<file path="src/rtl/alu_reservation_station_pkg.sv">
// Shared definitions for the integer ALU reservation station.
// Covers label width, the "no label" value, entry state encodings and ALU opcodes.
package alu_reservation_station_pkg;

    localparam int LABEL_W = 4;

    // Label 0 means "value already valid"; no entry ever owns it.
    localparam logic [LABEL_W-1:0] NO_LABEL = '0;

    typedef enum logic [1:0] {
        RS_FREE  = 2'd0,
        RS_WAIT  = 2'd1,
        RS_READY = 2'd2,
        RS_EXEC  = 2'd3
    } rs_state_e;

    localparam logic [3:0] ALU_ADD = 4'd0;
    localparam logic [3:0] ALU_SUB = 4'd1;
    localparam logic [3:0] ALU_AND = 4'd2;
    localparam logic [3:0] ALU_OR  = 4'd3;
    localparam logic [3:0] ALU_XOR = 4'd4;
    localparam logic [3:0] ALU_SLL = 4'd5;
    localparam logic [3:0] ALU_SRL = 4'd6;
    localparam logic [3:0] ALU_SLT = 4'd7;

    // True when a valid broadcast carries the (nonzero) label an operand waits on.
    function automatic logic label_hit(input logic en,
                                       input logic [LABEL_W-1:0] bc_lbl,
                                       input logic [LABEL_W-1:0] q);
        return en && (q != NO_LABEL) && (q == bc_lbl);
    endfunction

endpackage

</file>
<file path="src/rtl/alu_reservation_station_rs_entry.sv">
// One reservation station entry: state machine, operand capture and CDB snoop.
// The entry owns the fixed label MY_LABEL and returns to FREE only on its own broadcast.
module alu_reservation_station_rs_entry
    import alu_reservation_station_pkg::*;
#(
    parameter int                 OPW      = 4,
    parameter logic [LABEL_W-1:0] MY_LABEL = 4'd1
) (
    input  logic               clk,
    input  logic               nRST,
    input  logic               alloc,
    input  logic               grant,
    input  logic [OPW-1:0]     issue_op,
    input  logic [31:0]        issue_vj,
    input  logic [LABEL_W-1:0] issue_qj,
    input  logic [31:0]        issue_vk,
    input  logic [LABEL_W-1:0] issue_qk,
    input  logic               bc_en,
    input  logic [LABEL_W-1:0] bc_label,
    input  logic [31:0]        bc_data,
    output logic [1:0]         state,
    output logic [OPW-1:0]     op,
    output logic [31:0]        vj,
    output logic [31:0]        vk
);

    rs_state_e          state_q, state_d;
    logic [OPW-1:0]     op_q, op_d;
    logic [31:0]        vj_q, vj_d, vk_q, vk_d;
    logic [LABEL_W-1:0] qj_q, qj_d, qk_q, qk_d;

    // Next-state: capture on allocation (with same-cycle CDB forwarding), snoop while waiting.
    always_comb begin
        state_d = state_q;
        op_d    = op_q;
        vj_d    = vj_q;
        vk_d    = vk_q;
        qj_d    = qj_q;
        qk_d    = qk_q;
        unique case (state_q)
            RS_FREE: begin
                if (alloc) begin
                    op_d = issue_op;
                    if (label_hit(bc_en, bc_label, issue_qj)) begin
                        vj_d = bc_data;
                        qj_d = NO_LABEL;
                    end else begin
                        vj_d = issue_vj;
                        qj_d = issue_qj;
                    end
                    if (label_hit(bc_en, bc_label, issue_qk)) begin
                        vk_d = bc_data;
                        qk_d = NO_LABEL;
                    end else begin
                        vk_d = issue_vk;
                        qk_d = issue_qk;
                    end
                    state_d = (qj_d == NO_LABEL && qk_d == NO_LABEL) ? RS_READY : RS_WAIT;
                end
            end
            RS_WAIT: begin
                if (label_hit(bc_en, bc_label, qj_q)) begin
                    vj_d = bc_data;
                    qj_d = NO_LABEL;
                end
                if (label_hit(bc_en, bc_label, qk_q)) begin
                    vk_d = bc_data;
                    qk_d = NO_LABEL;
                end
                if (qj_d == NO_LABEL && qk_d == NO_LABEL) begin
                    state_d = RS_READY;
                end
            end
            RS_READY: begin
                if (grant) begin
                    state_d = RS_EXEC;
                end
            end
            RS_EXEC: begin
                if (bc_en && bc_label == MY_LABEL) begin
                    state_d = RS_FREE;
                end
            end
        endcase
    end

    // Entry registers, cleared asynchronously.
    always_ff @(posedge clk or negedge nRST) begin
        if (!nRST) begin
            state_q <= RS_FREE;
            op_q    <= '0;
            vj_q    <= '0;
            vk_q    <= '0;
            qj_q    <= NO_LABEL;
            qk_q    <= NO_LABEL;
        end else begin
            state_q <= state_d;
            op_q    <= op_d;
            vj_q    <= vj_d;
            vk_q    <= vk_d;
            qj_q    <= qj_d;
            qk_q    <= qk_d;
        end
    end

    // A broadcast of our label is only meaningful while our result is in flight.
    illegal_own_broadcast: assert property (@(posedge clk) disable iff (!nRST)
        !(bc_en && bc_label == MY_LABEL && state_q != RS_EXEC));

    assign state = state_q;
    assign op    = op_q;
    assign vj    = vj_q;
    assign vk    = vk_q;

endmodule

</file>
<file path="src/rtl/alu_reservation_station.sv">
// ALU reservation station top: free/ready priority encoders, entry array, dispatch register.
// Allocation and dispatch both pick the lowest-index candidate entry.
module alu_reservation_station
    import alu_reservation_station_pkg::*;
#(
    parameter int DEPTH      = 4,
    parameter int LABEL_BASE = 1,
    parameter int OPW        = 4
) (
    input  logic               clk,
    input  logic               nRST,
    input  logic               issue_valid,
    output logic               issue_ready,
    input  logic [OPW-1:0]     issue_op,
    input  logic [31:0]        issue_vj,
    input  logic [LABEL_W-1:0] issue_qj,
    input  logic [31:0]        issue_vk,
    input  logic [LABEL_W-1:0] issue_qk,
    output logic [LABEL_W-1:0] issue_label,
    input  logic               bc_en,
    input  logic [LABEL_W-1:0] bc_label,
    input  logic [31:0]        bc_data,
    output logic               disp_valid,
    input  logic               disp_ready,
    output logic [OPW-1:0]     disp_op,
    output logic [31:0]        disp_a,
    output logic [31:0]        disp_b,
    output logic [LABEL_W-1:0] disp_label
);

    logic [1:0]     ent_state [DEPTH];
    logic [OPW-1:0] ent_op    [DEPTH];
    logic [31:0]    ent_vj    [DEPTH];
    logic [31:0]    ent_vk    [DEPTH];

    logic [DEPTH-1:0] alloc_vec, grant_vec;
    logic             any_free, any_ready, load_en;
    logic [2:0]       free_idx, ready_idx;

    logic               disp_valid_q, disp_valid_d;
    logic [OPW-1:0]     disp_op_q, disp_op_d;
    logic [31:0]        disp_a_q, disp_a_d, disp_b_q, disp_b_d;
    logic [LABEL_W-1:0] disp_label_q, disp_label_d;

    for (genvar g = 0; g < DEPTH; g++) begin : g_entry
        alu_reservation_station_rs_entry #(
            .OPW      (OPW),
            .MY_LABEL (4'(LABEL_BASE + g))
        ) u_entry (
            .clk      (clk),
            .nRST     (nRST),
            .alloc    (alloc_vec[g]),
            .grant    (grant_vec[g]),
            .issue_op (issue_op),
            .issue_vj (issue_vj),
            .issue_qj (issue_qj),
            .issue_vk (issue_vk),
            .issue_qk (issue_qk),
            .bc_en    (bc_en),
            .bc_label (bc_label),
            .bc_data  (bc_data),
            .state    (ent_state[g]),
            .op       (ent_op[g]),
            .vj       (ent_vj[g]),
            .vk       (ent_vk[g])
        );
    end

    // Lowest-index FREE and READY entries; scanning downward lets the lowest index win.
    always_comb begin
        any_free  = 1'b0;
        any_ready = 1'b0;
        free_idx  = '0;
        ready_idx = '0;
        for (int i = DEPTH - 1; i >= 0; i--) begin
            if (ent_state[i] == RS_FREE) begin
                any_free = 1'b1;
                free_idx = 3'(i);
            end
            if (ent_state[i] == RS_READY) begin
                any_ready = 1'b1;
                ready_idx = 3'(i);
            end
        end
    end

    // Allocation strobes, dispatch grants and the dispatch register's next value.
    always_comb begin
        alloc_vec    = '0;
        grant_vec    = '0;
        load_en      = !disp_valid_q || disp_ready;
        disp_valid_d = disp_valid_q;
        disp_op_d    = disp_op_q;
        disp_a_d     = disp_a_q;
        disp_b_d     = disp_b_q;
        disp_label_d = disp_label_q;
        for (int i = 0; i < DEPTH; i++) begin
            alloc_vec[i] = issue_valid && any_free && (free_idx == 3'(i));
            grant_vec[i] = load_en && any_ready && (ready_idx == 3'(i));
            if (grant_vec[i]) begin
                disp_op_d    = ent_op[i];
                disp_a_d     = ent_vj[i];
                disp_b_d     = ent_vk[i];
                disp_label_d = 4'(LABEL_BASE + i);
            end
        end
        if (load_en) begin
            disp_valid_d = any_ready;
        end
    end

    // Dispatch register, cleared asynchronously.
    always_ff @(posedge clk or negedge nRST) begin
        if (!nRST) begin
            disp_valid_q <= 1'b0;
            disp_op_q    <= '0;
            disp_a_q     <= '0;
            disp_b_q     <= '0;
            disp_label_q <= NO_LABEL;
        end else begin
            disp_valid_q <= disp_valid_d;
            disp_op_q    <= disp_op_d;
            disp_a_q     <= disp_a_d;
            disp_b_q     <= disp_b_d;
            disp_label_q <= disp_label_d;
        end
    end

    assign issue_ready = any_free;
    assign issue_label = any_free ? (4'(LABEL_BASE) + {1'b0, free_idx}) : NO_LABEL;
    assign disp_valid  = disp_valid_q;
    assign disp_op     = disp_op_q;
    assign disp_a      = disp_a_q;
    assign disp_b      = disp_b_q;
    assign disp_label  = disp_label_q;

endmodule
</file>
<file path="config.mk">
export PLATFORM = sky130hd
export DESIGN_NAME = alu_reservation_station
export DESIGN_NICKNAME = d
export VERILOG_FILES = /design/src/rtl/alu_reservation_station_pkg.sv /design/src/rtl/alu_reservation_station_rs_entry.sv /design/src/rtl/alu_reservation_station.sv
export SDC_FILE = /design/constraint.sdc
export NUM_CORES = 1
export LEC_CHECK = 0
export BUFFER_PORTS_ARGS = -buffer_cell sky130_fd_sc_hd__buf_4
export CORE_MARGIN = 2
export CORE_UTILIZATION = 55
export CTS_BUF_LIST = sky130_fd_sc_hd__clkbuf_2
export DETAILED_ROUTE_END_ITERATION = 6
export PLACE_DENSITY = 0.71
export RECOVER_POWER = 25
export SLEW_MARGIN = 20
export SYNTH_ARGS = -nofsm -noshare
export SYNTH_HDL_FRONTEND = slang
export SYNTH_SLANG_ARGS = --single-unit
</file>
<file path="constraint.sdc">
create_clock -name clk -period 8.2 [get_ports clk]
set_input_delay 0.41 -clock clk [delete_from_list [all_inputs] [get_ports clk]]
set_output_delay 0.41 -clock clk [all_outputs]
set_load 0.01 [all_outputs]
</file>
* Word-level counts from Yosys, hierarchy flattened *
Cells that the tools add are included.

word-level totals
  register bits after elaboration = 385

cells by class
  add/sub/neg operators = 1
  equality and inequality tests = 56
  muxes and demuxes = 133
  reductions and logical operators = 101

operator list
  operator            count
  $mux 32             26
  $pmux 32 s2         8
  $mux 4              51
  $logic_not 4->1     16
  $pmux 4 s2          8
  $ne 2x1->1 const B  24
  $mux 2              22
  $reduce_bool 4->1   11
  $logic_and 1x1->1   42
  $eq 4x4->1          10
  $pmux 2 s4          4
  $reduce_and 3->1    8
  $mux 3              6
  $eq 2x2->1 const B  8
  $reduce_and 2->1    8
  $reduce_and 4->1    4
  $eq 3x2->1 const B  4
  $eq 2x1->1 const B  4
  $eq 4x2->1 const B  2
  $logic_not 2->1     4
  $mux 1              8
  $reduce_bool 2->1   4
  $eq 3x1->1 const B  2
  $logic_not 3->1     2
  5 further kinds     5

* Depth between registers and ports, before layout *
Gate-level depths: netlist of run 1.

  depth in word-level cells = 14
  gate-level depth with buffers = 15
  mapped depth without buffers = 12

* Modules after synthesis *
Synthesis of run 1 repeated with hierarchy kept, for this count alone.

unflattened totals
  cells, all modules = 2119
  area total of the unflattened synthesis = 23517.6 sq um

by module, submodules not included
  module                                                 times used  cells each  area each (sq um)  seq. area each (sq um)
  alu_reservation_station                                1           682         5835.6             1801.7
  alu_reservation_station_rs_entry (g_entry[2].u_entry)  1           351         4539.4             1951.9
  alu_reservation_station_rs_entry (g_entry[1].u_entry)  1           362         4403.0             1951.9
  alu_reservation_station_rs_entry (g_entry[3].u_entry)  1           362         4395.5             1951.9
  alu_reservation_station_rs_entry (g_entry[0].u_entry)  1           362         4344.2             1951.9

* Worst setup path after synthesis of run 1 *
Ideal clock, no wire load.

  path kind = flip-flop to flip-flop
  from = register g_entry[2].u_entry.state_q[0]
  to = register g_entry[1].u_entry.vj_q[26]
  setup time = 83 ps
  arrival time = 2673 ps
  required time = 8117 ps
  slack = 5444 ps
  stages on the path, launching flop included = 16
  buffers on the path = 3
  period minus slack after synthesis = 2756 ps
  cell sequence = dfrtp_1 -> inv_1 -> ha_1 -> clkbuf_1 -> inv_1 -> a21boi_0 -> inv_1 -> ha_1 -> nand2_1 -> nand2_1 -> o21ai_0 -> a21o_1 -> clkbuf_1 -> buf_1 -> nand2_1 -> o21ai_0

on the way
  word-level cells in the longest chain between the ends = 8

ends and longest elaborated chain
  element                                                 RTL line                                text
  start, declared                                         alu_reservation_station_rs_entry.sv:27  rs_state_e state_q, state_d;
  start signal, assigned                                  alu_reservation_station_rs_entry.sv:97  state_q <= state_d;
  $logic_not 2->1 *                                       alu_reservation_station.sv:76           if (ent_state[i] == RS_FREE) begin
  $mux 3 / $mux 1 (equally long branches) (3 in series)   alu_reservation_station.sv:76
  $eq 3x1->1 / $logic_and 1x1->1 (equally long branches)  alu_reservation_station.sv:98           alloc_vec[i] = issue_valid && any_free && (free_idx == 3'(i));
  $logic_and 1x1->1 *                                     alu_reservation_station.sv:98
  $ne 2x1->1 (no line) *                                  -
  $reduce_and 3->1 (no line) *                            -
  end signal, assigned                                    alu_reservation_station_rs_entry.sv:99  vj_q <= vj_d;
  end, declared                                           alu_reservation_station_rs_entry.sv:29  logic [31:0] vj_q, vj_d, vk_q, vk_d;

Mark *: on every way between the ends. The rest lies on a longest branch, timed or not.
A chain may end at the register's enable or synchronous reset.

==> results of run 1 <==
-- worst min path at each step --
stage | start | end | slack, ps
after floorplan | nRST | disp_a[0]$_DFFE_PN0P_ | 110
after global placement | nRST | disp_a[27]$_DFFE_PN0P_ | 450
after detailed placement | nRST | g_entry[2].u_entry.vj[27]$_DFFE_PN0P_ | 460
after CTS | bc_label[2] | g_entry[3].u_entry.state[1]$_DFFE_PN0P_ | 40
after global routing | bc_label[2] | g_entry[3].u_entry.state[1]$_DFFE_PN0P_ | 90
final | bc_label[2] | g_entry[3].u_entry.state[1]$_DFFE_PN0P_ | 120
-- sequential cells by signal (all words and copies together), names as in the netlist --
signal                 flops
disp_a                    32
disp_b                    32
disp_label                 3
disp_op                    4
disp_valid                 1
g_entry.u_entry.op        16
g_entry.u_entry.qj_q      16
g_entry.u_entry.qk_q      16
g_entry.u_entry.state      8
g_entry.u_entry.vj       128
g_entry.u_entry.vk       128
-- routing by layer --
layer / track usage, % / vias to the layer above / routed length [um]
met4: 11.00 / 0 / 1498
met2: 49.43 / 567 / 26950
met3: 5.174 / 123 / 3563
met1: 41.66 / 8424 / 25560
met5: 0 / - / 0
li1: - / 8013 / -
-- power by group through the flow --
stage	Combinational (W)	Clock [W]	Sequential, W
3_5_place_dp	0.00525	0	0.00345
4_1_cts	0.00542	0.00135	0.00341
6_report	0.00545	0.00131	0.00342
5_1_grt	0.00600	0.00145	0.00353
2_1_floorplan	0.00380	0	0.00337
3_3_place_gp	0.00506	0	0.00341
-- worst max-delay path, cell delays in order --
cell and delay [ps]:
dlygate4sd3_1 510, dlygate4sd3_1 540, clkbuf_1 2310, clkbuf_1 1630
-- logic make-up after synthesis --
logic type,synth area share (%)
adder cells (fa/ha/maj),1.234
other,0.01849
XOR/XNOR,1.419
multiplexers,17.51
buffers and inverters,5.138
AND/OR/NAND/NOR,12.52
AO/OA/AOI/OAI,14.79
flip-flops,47.37
-- cell usage after synthesis (4+ instances only) --
cell type,instances
and2_1,12
o21ai_0,161
mux2i_1,332
mux2_2,19
nand2b_1,5
buf_6,14
o21ai_1,68
nand3_1,10
a21o_1,6
xnor2_1,26
o31ai_1,5
buf_2,30
or2_2,5
nor3_1,8
nor2_4,5
o22ai_1,10
xor2_1,5
a31oi_1,66
inv_1,26
buf_1,9
a21oi_1,84
a22o_1,5
a211o_1,66
nand4_1,12
clkbuf_1,116
or3_1,5
dfrtp_1,384
a221o_1,4
nand2_1,313
ha_1,20
buf_4,19
nor2_1,228
-- stage by stage --
stage          instances  cell area [um2]  util, %  hold WS, ps  power (W)
3_3_place_gp        2619            21630    59.37        453.8   0.008475
6_report            2956            24130    66.22        124.4    0.01019
3_5_place_dp        2619            21630    59.37        460.4   0.008695
2_1_floorplan       2124            20290        -        114.4   0.007174
5_1_grt             2956            24130    66.22        88.76    0.01098
4_1_cts             2952            24130    66.23        43.68    0.01018
-- final cells by class --
cell class	count	area share [%]
Sequential cell	384	39.83
Timing Repair Buffer	380	13.52
Tap cell	468	2.427
Inverter	26	0.4045
Multi-Input combinational cell	1524	40.22
Clock inverter	19	0.4253
Clock buffer	151	3.132
Antenna cell	4	0.04149
==> results_dict.tcl, run 1 <==
set metrics [dict create \
    dieArea_um2 38430 \
    gp_congestion 0.8407 \
    place_ws_ps 4719 \
    ys.flop_type "dfrtp_1" \
    fin_nets 2554 \
    setup-tns-final_ps 0 \
    r2r_slack_ps 4600 \
    setup_viol 0 \
    cp-startpoint "nRST" \
    avgRoutedWirePerCell_um 19.48 \
    clock_path_buffers 3 \
    slew_headroom_pct -120.9 \
    crit_path_end "g_entry[1].u_entry.vj[27]$_DFFE_PN0P_" \
    hold_class "input pin to register" \
    mostFrequentLayoutCell "dfrtp_1" \
    intPower_w 0.005618 \
    crit_fanout 52 \
    ys_types 61 \
    ir_worst_vdd_mv 0.3259 \
    synth_area_um2 20280 \
    seq_area_um2 9609 \
    yosysSeqAreaShare_pct 47.37 \
    cts_tree "yes" \
    ioPinCount 195 \
    swShare_pct 44.85 \
    drv_slew 89 \
    rows 70 \
    failed_checks "max-capacitance violations, max-slew violations" \
    first_pass_iters 7 \
    syn_avg_cell_area_um2 9.555 \
    antenna_found_initial 4 \
    maxCapViolCount 2 \
    grt_pass1_vias 17340 \
    ctsResizeCount 0 \
    r2r_end "g_entry[0].u_entry.vj[26]$_DFFE_PN0P_" \
    grt_use_total_pct 30.52 \
    routed_wl_um 57580 \
    cp-start-kind "input pin" \
    power.density_nw_per_um2 422.2 \
    clock_latency_ps 1020 \
    synthTopCellsByArea "dfrtp_1, mux2i_1, nand2_1, nor2_1, o21ai_0" \
    drc 0 \
    p_comb_share_pct 53.5 \
    worstPathArrival_ps 5450 \
    finalHoldViolations 0 \
    via_count 17130 \
    fin_worst_skew_ps 73.61 \
    coreArea_um2 36430 \
    antenna_left 0 \
    cts_hold_buffers 163 \
    max_freq_mhz 208.9 \
    hold_depth 5 \
    r2r_cells 11 \
    syn2layout_area_growth_pct 18.94 \
    layout_common_cells "dfrtp_1, mux2i_1, nand2_1" \
    grt_max_degree 99 \
    die_height_um 196.0 \
    p_leak_nw 12.19 \
    setup_ws_ps 3413 \
    multi_input_area_um2 9703 \
    clkPwrFrac_pct 12.9 \
    critPathKind "input pin to asynchronous set/reset pin" \
    netlist.area_leader.share_pct 47.37 \
    io_buffers 192 \
    viasPerCell 5.794 \
    tightestPinTransition_ps 3313 \
    rsz0062_at_grt "no" \
    root_buffer "clkbuf_2" \
    min_period_over_period_pct 58.37 \
    synth-edff-count 0 \
    die_w_um 196.0 \
    drtIter0Drc 1121 \
    syn_inst 2123 \
    cts-htree-levels 3 \
    p_sw_w 0.004569 \
    place_hpwl_um 34650 \
    async_reset_ff_share_pct 100.0 \
    cts_made_buffers 101 \
    synth-seq-cells 384 \
    grt-ovfl-total 0 \
    fin_crit_ps 4787 \
    cp.required_ps 8870 \
    grt_pass1_wl_um 92560 \
    status "finished with violations" \
    num-fill-cells 3063 \
    clk_pin_slew_ps 110 \
    post_cts_buffers 0 \
    drive_above_1_share_pct 16.95 \
    start_util_pct 55.67 \
    cts.sinks 384 \
    reg2reg_from "g_entry[2].u_entry.state[1]$_DFFE_PN0P_" \
    seq_power_share_pct 33.6 \
    yosysTopAreaCell "dfrtp_1" \
    ys_warn_count 0 \
    worstSetupEndpointType "asynchronous set/reset pin" \
]
Power figures use the tool's default switching activity.
==> run 2, diff against run 1 <==
==> constraint.sdc (replaced) <==
create_clock -name clk -period 4.8 [get_ports clk]
set_input_delay 0.24 -clock clk [delete_from_list [all_inputs] [get_ports clk]]
set_output_delay 0.24 -clock clk [all_outputs]
set_load 0.01 [all_outputs]
==> results_dict.tcl, run 2 (synthesis gave the netlist of run 1 again) <==
set metrics [dict create \
    status "finished with violations" \
    grt-ovfl-total 0 \
    dieArea_um2 38430 \
    min_period_over_period_pct 74.34 \
    place_ws_ps 1346 \
    grt_pass1_wl_um 94150 \
    failed_checks "max-capacitance violations, max-slew violations" \
    viasPerCell 5.766 \
    max_freq_mhz 280.3 \
    crit_chain "inv_1 -> ha_1 -> inv_1 -> a21boi_0 -> inv_1 -> ha_1 -> nand2_1 -> nand2_1 -> o21ai_0 -> a21o_2 -> buf_4 -> o21ai_0" \
    cts_tree "yes" \
    tightestPinTransition_ps 2644 \
    r2r_cells 12 \
    drtIter0Drc 1081 \
    setup_viol 0 \
    setup_ws_ps 1232 \
    cts-htree-levels 3 \
    grt_pass1_vias 17430 \
    ctsResizeCount 0 \
    io_buffers 192 \
    gp_congestion 0.8883 \
    maxCapViolCount 2 \
    drive_above_1_share_pct 17.22 \
    hold_depth 4 \
    critPathBufInv 4 \
    finalHoldViolations 0 \
    cp.required_ps 5630 \
    antenna_left 0 \
    via_count 17220 \
    clock_latency_ps 1010 \
    slowest_delay_ps 580 \
    worstPathArrival_ps 4400 \
    grt_max_degree 122 \
    clock_path_buffers 3 \
    place_hpwl_um 36190 \
    cts.sinks 384 \
    worstSetupEndpointType "register" \
    crit_fanout 41 \
    first_pass_iters 5 \
    power.density_nw_per_um2 718.1 \
    fin_worst_skew_ps 62.31 \
    reg2reg_from "g_entry[2].u_entry.state[0]$_DFFE_PN0P_" \
    hold_class "input pin to register" \
    die_height_um 196.0 \
    grt_use_total_pct 31.22 \
    cp-start-kind "register" \
    setup-tns-final_ps 0 \
    fin_nets 2578 \
    final_cell_area_um2 24440 \
    critPathKind "register to register" \
    cts_made_buffers 101 \
    mostFrequentLayoutCell "dfrtp_1" \
    crit_slowest_cell "a21o_2" \
    layout_common_cells "dfrtp_1, mux2i_1, nand2_1" \
    min-delay-start "issue_vk[8]" \
    cp_top_family "compound AO/OA/AOI/OAI gates" \
    antenna_found_initial 4 \
    start_util_pct 55.67 \
    clk_pin_slew_ps 110 \
    routed_wl_um 59220 \
    cp-startpoint "g_entry[2].u_entry.state[0]$_DFFE_PN0P_" \
    p_leak_nw 12.33 \
    fin_crit_ps 3568 \
    root_buffer "clkbuf_2" \
    ioPinCount 195 \
    ir_worst_vdd_mv 0.5052 \
    drc 0 \
    avgRoutedWirePerCell_um 19.83 \
    drv_slew 204 \
    path_depth 12 \
    syn2layout_area_growth_pct 20.50 \
    placed_area_um2 21700 \
    coreArea_um2 36430 \
    rows 70 \
    crit_path_frequent_cell "inv_1" \
    p_total_w 0.01755 \
    die_w_um 196.0 \
    rsz0062_at_grt "no" \
    slew_headroom_pct -76.26 \
    post_cts_buffers 0 \
    cts_hold_buffers 182 \
]
[run 2: cell count changes in the layout (fill, tap and decap cells not counted), moves of 2 or more]
cell / delta
buf_4: +2
dlygate4sd3_1: +19
buf_16: +2
buf_6: -3
buf_12: +2
clkinv_2: +2
clkinvlp_4: +2
clkbuf_2: +4
[run 2: tightest hold or removal path, delay by kind of cell]
| kind | cells | cell delay [ps] |
|---|---|---|
| compound gates | 1 | 130 |
| mux | 1 | 60 |
| buf+inv | 2 | 650 |
[run 2: path summary, 6_finish.rpt]
kind                                                         endpoint  slack (ps)
worst max-delay path            g_entry[1].u_entry.vj[17]$_DFFE_PN0P_        1230
worst min-delay path             g_entry[1].u_entry.vk[8]$_DFFE_PN0P_         100
worst max register to register  g_entry[1].u_entry.vj[17]$_DFFE_PN0P_        1230
worst min register to register   g_entry[3].u_entry.vk[8]$_DFFE_PN0P_         490
max in group asynchronous       g_entry[1].u_entry.vj[11]$_DFFE_PN0P_        1260
min in group asynchronous                      disp_a[30]$_DFFE_PN0P_        1060
[run 2: final cells by class]
class	instances	area, um2
flip-flops and latches	384	9609
diodes	4	10.01
clock buffers	153	765.7
repair buffers	404	3538
clock inverters	23	127.6
fillers	2965	11990
multi-input cells	1524	9709
well taps	468	585.6
inverters	26	97.59
[run 2: per-stage QoR]
| step | instances | hold slack (ps) | utilization [%] |
|---|---|---|---|
| after global placement | 2622 | 376.2 | 59.54 |
| after detailed placement | 2622 | 370.7 | 59.55 |
| final | 2986 | 101.2 | 67.09 |
| after floorplan | 2124 | -55.59 | - |
| after global routing | 2986 | 40.08 | 67.09 |
| after CTS | 2980 | 0.1473 | 67.05 |
[run 2: routing by layer]
layer  up-vias  track usage, %  part of all wire (%)
li1       8061               -                     -
met1      8443           42.73                    44
met4         0           10.19                   2.2
met3        96           5.260                   6.1
met5         -               0                     0
met2       617           50.94                    48
[run 2: power by group]
group	internal (W)	switching (W)	total, W	leakage (nW)
clock	0.000895	0.00138	0.00227	0.692
sequential	0.00490	0.000943	0.00585	4.62
combinational	0.00389	0.00555	0.00943	7.02
